[src/rtl/bmc_pkg.sv]
// Shared BMC (biphase-mark) definitions for the lighthouse transmitter and its
// receiver decoder, so both ends agree on word size and half-bit timing.
package bmc_pkg;

    localparam int BMC_DATA_WIDTH      = 17;
    localparam int BMC_HALF_BIT_CYCLES = 8;
    localparam int BMC_LEAD_CYCLES     = 20;
    localparam int BMC_TAIL_CYCLES     = 16;

    typedef enum logic [1:0] {
        ST_IDLE,
        ST_LEAD,
        ST_SEND,
        ST_TAIL
    } bmc_state_e;

    // Counter width for a counter running 0..bound-1, never narrower than 1 bit.
    function automatic int cnt_w(input int bound);
        return (bound > 1) ? $clog2(bound) : 1;
    endfunction

endpackage

[src/rtl/bmc_half_bit_timer.sv]
// Half-bit timer: a reloading down-counter that emits a one-cycle tick every
// HALF_BIT_CYCLES cycles while enabled. While disabled it parks at the reload
// value, so the first tick lands exactly one half bit after enable rises.
module bmc_half_bit_timer
    import bmc_pkg::*;
#(
    parameter int HALF_BIT_CYCLES = BMC_HALF_BIT_CYCLES
) (
    input  logic clk_25MHz,
    input  logic reset_n,
    input  logic en,
    output logic tick
);

    localparam int            CW     = cnt_w(HALF_BIT_CYCLES);
    localparam logic [CW-1:0] RELOAD = CW'(HALF_BIT_CYCLES - 1);

    logic [CW-1:0] cnt;

    // Count down while enabled; reload on expiry, on disable and on reset.
    always_ff @(posedge clk_25MHz or negedge reset_n) begin
        if (!reset_n) begin
            cnt <= RELOAD;
        end else if (!en || (cnt == '0)) begin
            cnt <= RELOAD;
        end else begin
            cnt <= cnt - 1'b1;
        end
    end

    assign tick = en && (cnt == '0);

endmodule

[src/rtl/bmc_lighthouse_tx.sv]
// Lighthouse BMC transmitter: takes one word per handshake, raises the
// envelope, waits a lead-in, sends the word MSB first as biphase-mark
// (edge at every bit start, extra mid-bit edge for a '1'), adds a closing
// edge and a tail, then drops the envelope. data_wire is never forced low
// between frames; it only returns to 0 on reset.
module bmc_lighthouse_tx
    import bmc_pkg::*;
#(
    parameter int DATA_WIDTH      = BMC_DATA_WIDTH,
    parameter int HALF_BIT_CYCLES = BMC_HALF_BIT_CYCLES,
    parameter int LEAD_CYCLES     = BMC_LEAD_CYCLES,
    parameter int TAIL_CYCLES     = BMC_TAIL_CYCLES
) (
    input  logic                  clk_25MHz,
    input  logic                  reset_n,
    input  logic [DATA_WIDTH-1:0] tx_data,
    input  logic                  tx_valid,
    output logic                  tx_ready,
    output logic                  data_wire,
    output logic                  envelop_wire,
    output logic                  busy
);

    localparam int BW = cnt_w(DATA_WIDTH);
    localparam int LW = cnt_w(LEAD_CYCLES);
    localparam int TW = cnt_w(TAIL_CYCLES);

    localparam logic [BW-1:0] BIT_LAST  = BW'(DATA_WIDTH - 1);
    localparam logic [LW-1:0] LEAD_LAST = LW'(LEAD_CYCLES - 1);
    localparam logic [TW-1:0] TAIL_LAST = TW'(TAIL_CYCLES - 1);

    bmc_state_e            state;
    logic [DATA_WIDTH-1:0] shreg;
    logic [BW-1:0]         bit_cnt;
    logic [LW-1:0]         lead_cnt;
    logic [TW-1:0]         tail_cnt;
    logic                  second_half;
    logic                  timer_en;
    logic                  tick;

    // The timer only runs during SEND; it is parked at its reload value
    // during LEAD, so the first tick arrives one half bit into bit 0.
    assign timer_en = (state == ST_SEND);

    bmc_half_bit_timer #(
        .HALF_BIT_CYCLES (HALF_BIT_CYCLES)
    ) u_half_bit_timer (
        .clk_25MHz (clk_25MHz),
        .reset_n   (reset_n),
        .en        (timer_en),
        .tick      (tick)
    );

    // Frame FSM with registered outputs: handshake, lead-in, bit serialiser, tail.
    always_ff @(posedge clk_25MHz or negedge reset_n) begin
        if (!reset_n) begin
            state        <= ST_IDLE;
            shreg        <= '0;
            bit_cnt      <= '0;
            lead_cnt     <= '0;
            tail_cnt     <= '0;
            second_half  <= 1'b0;
            data_wire    <= 1'b0;
            envelop_wire <= 1'b0;
            tx_ready     <= 1'b1;
            busy         <= 1'b0;
        end else begin
            case (state)
                ST_IDLE: begin
                    // tx_ready is high throughout IDLE, so tx_valid alone accepts.
                    if (tx_valid) begin
                        shreg        <= tx_data;
                        lead_cnt     <= '0;
                        state        <= ST_LEAD;
                        envelop_wire <= 1'b1;
                        tx_ready     <= 1'b0;
                        busy         <= 1'b1;
                    end
                end

                ST_LEAD: begin
                    if (lead_cnt == LEAD_LAST) begin
                        // Bit 0 starts with its leading edge.
                        lead_cnt    <= '0;
                        bit_cnt     <= '0;
                        second_half <= 1'b0;
                        data_wire   <= ~data_wire;
                        state       <= ST_SEND;
                    end else begin
                        lead_cnt <= lead_cnt + 1'b1;
                    end
                end

                ST_SEND: begin
                    if (tick) begin
                        if (!second_half) begin
                            // Mid-bit edge only for a '1'.
                            second_half <= 1'b1;
                            if (shreg[DATA_WIDTH-1]) begin
                                data_wire <= ~data_wire;
                            end
                        end else begin
                            // Bit end: the edge here is the next bit's leading
                            // edge, or the closing edge after the last bit.
                            second_half <= 1'b0;
                            data_wire   <= ~data_wire;
                            shreg       <= shreg << 1;
                            if (bit_cnt == BIT_LAST) begin
                                bit_cnt  <= '0;
                                tail_cnt <= '0;
                                state    <= ST_TAIL;
                            end else begin
                                bit_cnt <= bit_cnt + 1'b1;
                            end
                        end
                    end
                end

                ST_TAIL: begin
                    if (tail_cnt == TAIL_LAST) begin
                        tail_cnt     <= '0;
                        state        <= ST_IDLE;
                        envelop_wire <= 1'b0;
                        tx_ready     <= 1'b1;
                        busy         <= 1'b0;
                    end else begin
                        tail_cnt <= tail_cnt + 1'b1;
                    end
                end

                default: begin
                    state <= ST_IDLE;
                end
            endcase
        end
    end

endmodule

[config.mk]
export PLATFORM = sky130hd
export DESIGN_NAME = bmc_lighthouse_tx
export DESIGN_NICKNAME = d
export VERILOG_FILES = /design/src/rtl/bmc_pkg.sv /design/src/rtl/bmc_half_bit_timer.sv /design/src/rtl/bmc_lighthouse_tx.sv
export SDC_FILE = /design/constraint.sdc
export NUM_CORES = 1
export LEC_CHECK = 0
export BUFFER_PORTS_ARGS = -buffer_cell sky130_fd_sc_hd__buf_2
export CORE_MARGIN = 2
export CORE_UTILIZATION = 63
export DETAILED_ROUTE_END_ITERATION = 12
export PLACE_DENSITY_LB_ADDON = 0.05
export RECOVER_POWER = 25
export SLEW_MARGIN = 20
export SYNTH_ARGS = -nofsm -noshare
export SYNTH_HDL_FRONTEND = slang
export SYNTH_HIERARCHICAL = 1
export SYNTH_SLANG_ARGS = --single-unit
[constraint.sdc]
create_clock -name clk_25MHz -period 6.9 [get_ports clk_25MHz]
set_clock_uncertainty 0.2 [all_clocks]
set_input_delay 1.725 -clock clk_25MHz [delete_from_list [all_inputs] [get_ports clk_25MHz]]
set_output_delay 1.725 -clock clk_25MHz [all_outputs]
set_load 0.01 [all_outputs]
==> impl_results.md <==
* Fin. max-slew vios at between 70 and 80
* Startpoint types: flop
* TNS Setup at 0 ns
* Crit Path Max Fanout at 33
* CP endpoint: state[1]$_DFFE_PN0P_
* Setup crit start: state[0]$_DFFE_PN0P_
* Antenna violations before repair at 0
* Final GP Congestion at around 0.81
* Yosys reg bits at 40
* Clock Sink Count at 40
* Run status: finished with violations
* Clock latency at the later pin of the worst-skew pair at about 0.34 ns
* Worst hold slack at around 0.27 ns
* Sw Pwr at 83.7 µW
* Clock power share at 29.8%
* Net count after synthesis at around 250
* DR pass1 iterations at 4
* Cell area power density at between 150 and 200 nW/µm²
* Critical path arrival at 3.74 ns
* CTS max path bufs at 2
* Initial Utilization at between 60% and 70%
* Crit Reg-Reg Endpoint: state[1]$_DFFE_PN0P_
* RSZ-0062 raised after global routing: false
* Hold path start: data_wire$_DFFE_PN0P_
* Leakage at 1.18 nW
* Cell Count, Final, Fillers Out at ~290
* Final setup fails at 0
* EDFF count, synth at 0
* Final WL at 4030 µm
* Yosys cell types at between 40 and 50
* Mapped Cells at between 200 and 250
* Total track usage at ~23%
* Sequential share of power at 65.0%
* TritonCTS Buffers at 5
* Die width at around 64 µm
* # DRC at 0
* Worst Slack Setup Final at ~3.2 ns
* Combinational power share at around 5.3%
* CTS tree: built
* Worst Reg-to-Reg Cells at 6
* Critical R2R Launch: state[0]$_DFFE_PN0P_
* Crit path time final at around 3.7 ns
* Post-cts sizing count at 0
* Total setup buffers inserted after CTS at 0
* Int Power at a little under 300 µW
* First-pass GRT wire length at 7410 µm
* Final hold viol count at 0
* Most frequent cells in the layout: dfrtp_1 (36), nor2_1 (22), buf_2 (21), mux2i_1 (18), o21ai_0 (17)
* IO Count at 24
* Hold Buf Count CTS at 0
* Syn_area_per_cell at just over 10 µm²
* Die area at around 4100 µm²
* Critical path type: reg2reg
* Vias in the first global route at between 1500 and 2000
* Tcrit/Tclk final at 53.7%
* # rows at 21
* Reg2reg setup slack at ~3.2 ns
* Area delta synth->final at 6.36%
* Warnings from Yosys at 6
* Number of diodes at 0
* Die height at approximately 64 µm
* WL/cell at 13.8 µm
* Post-synthesis sequential area ratio at between 40% and 50%
* Clk root buf: clkbuf_4
* Fmax at around 0.27 GHz
* Dpl cells at between 200 and 300
* Async set or reset register ratio after synthesis at 100%
* DRT iter0 DRCs at 128
* Commonest non-fill, non-tap cell in the layout: dfrtp_1
* Top FF cell, synth: dfrtp_1
* HP Class: reg2reg
* Failing checks: max-capacitance violations, max-slew violations
* IO buf count at 23
* Clock edge transition at the registers on the reported setup and hold paths at around 0.11 ns
* Pre-CTS WS at between 3 and 4 ns
* Worst Max-Slew Pin Slew at roughly 2.1 ns
* Htree depth at 2
* Data required, critical path at 6.94 ns
* DP HPWL at around 2900 µm
* GRT Residual Overflow at 0
* Vias per cell at 5.74
* Peak supply drop at about 0.00014 V
* Synthesized cell area at roughly 2200 µm²
* CP endpoint kind: flop
* Max-Slew Margin vs Limit at -36.9%
* Largest net degree at the start of global routing at slightly above 40
* Share of cells above drive strength 1 at approximately 22%
* Max-cap violations at 2
* Via count at about 1700
* DRT antenna net count at 0
* Design Power at between 300 and 400 µW
* Core area at around 3400 µm²
* Fraction of power spent switching nets at approximately 22%
* Nets@finish at between 200 and 300
-- sequential cells by signal, summed over array words and instances (netlist names) --
register and cells:
second_half 1, tx_ready 1, tail_cnt 4, busy 1, data_wire 1, u_half_bit_timer/cnt 3
bit_cnt 5, shreg 17, state 2, lead_cnt 5
-- critical path: stages (launching register included) --
cell	delay, ns
dfrtp_1	0.43
inv_1	0.11
ha_1	0.18
clkbuf_1	1.40
inv_1	0.50
o2111ai_1	0.41
mux2_2	0.36
-- cell type report --
| class | count | area [µm²] |
|---|---|---|
| flip-flops and latches | 40 | 1010 |
| repair buffers | 25 | 124 |
| fillers | 258 | 1000 |
| inverters | 13 | 48.8 |
| multi-input cells | 159 | 1100 |
| well taps | 46 | 57.6 |
| clock buffers | 8 | 48.8 |
-- cell usage after synthesis (4+ instances only) --
cell	instances	area share, %
nor2_1	22	3.7
nand2_1	11	1.8
mux2i_1	18	8.0
nand2b_1	5	1.4
dfrtp_1	36	40
nand3_1	8	1.8
a21oi_1	12	2.7
a31oi_1	4	1.1
o21ai_0	17	3.8
dfstp_2	4	4.7
ha_1	10	5.6
inv_1	13	2.2
nor3_1	4	0.89
a21oi_2	13	5.1
-- worst min path at each step --
stage | endpoint | slack, ns | cells past startpoint
6_report | data_wire$_DFFE_PN0P_ | 0.27 | 1
3_3_place_gp | u_half_bit_timer/cnt[0]$_DFF_PN1_ | 0.25 | 1
2_1_floorplan | u_half_bit_timer/cnt[0]$_DFF_PN1_ | 0.25 | 1
4_1_cts | data_wire$_DFFE_PN0P_ | 0.28 | 1
5_1_grt | data_wire$_DFFE_PN0P_ | 0.29 | 1
3_5_place_dp | data_wire$_DFFE_PN0P_ | 0.26 | 1
-- kinds of logic after synthesis --
| logic type | count (synthesis) | synth area share (%) |
|---|---|---|
| simple gates | 69 | 16.9 |
| buf+inv | 22 | 5.19 |
| fa+ha+maj | 10 | 5.58 |
| compound gates | 60 | 18.5 |
| xor+xnor | 1 | 0.391 |
| flops | 40 | 44.9 |
| mux | 19 | 8.54 |
-- metrics by stage --
stage	util (%)	area (µm²)
finish	70.4	2380
global route	70.4	2380
CTS	71.1	2410
detailed placement	69.7	2360
global placement	69.7	2360
floorplan	-	2240
-- layer usage --
layer / share of wire [%] / global-route usage [%] / up-vias / wire [µm]
met1: 47 / 28.5 / 790 / 1880
met5: 0 / 0 / - / 0
met2: 48 / 38.4 / 40 / 1940
met4: 1.1 / 8.42 / 0 / 45
met3: 4.2 / 6.96 / 4 / 170
li1: - / - / 835 / -
-- power groups by stage --
stage	Sequential [mW]	Combinational (mW)	Clock, mW
2_1_floorplan	0.246	0.00865	0
3_3_place_gp	0.246	0.0198	0
3_5_place_dp	0.246	0.0206	0
4_1_cts	0.242	0.0206	0.116
5_1_grt	0.243	0.0224	0.125
6_report	0.242	0.0196	0.111
Note: power is estimated with default switching activity, not from simulation.
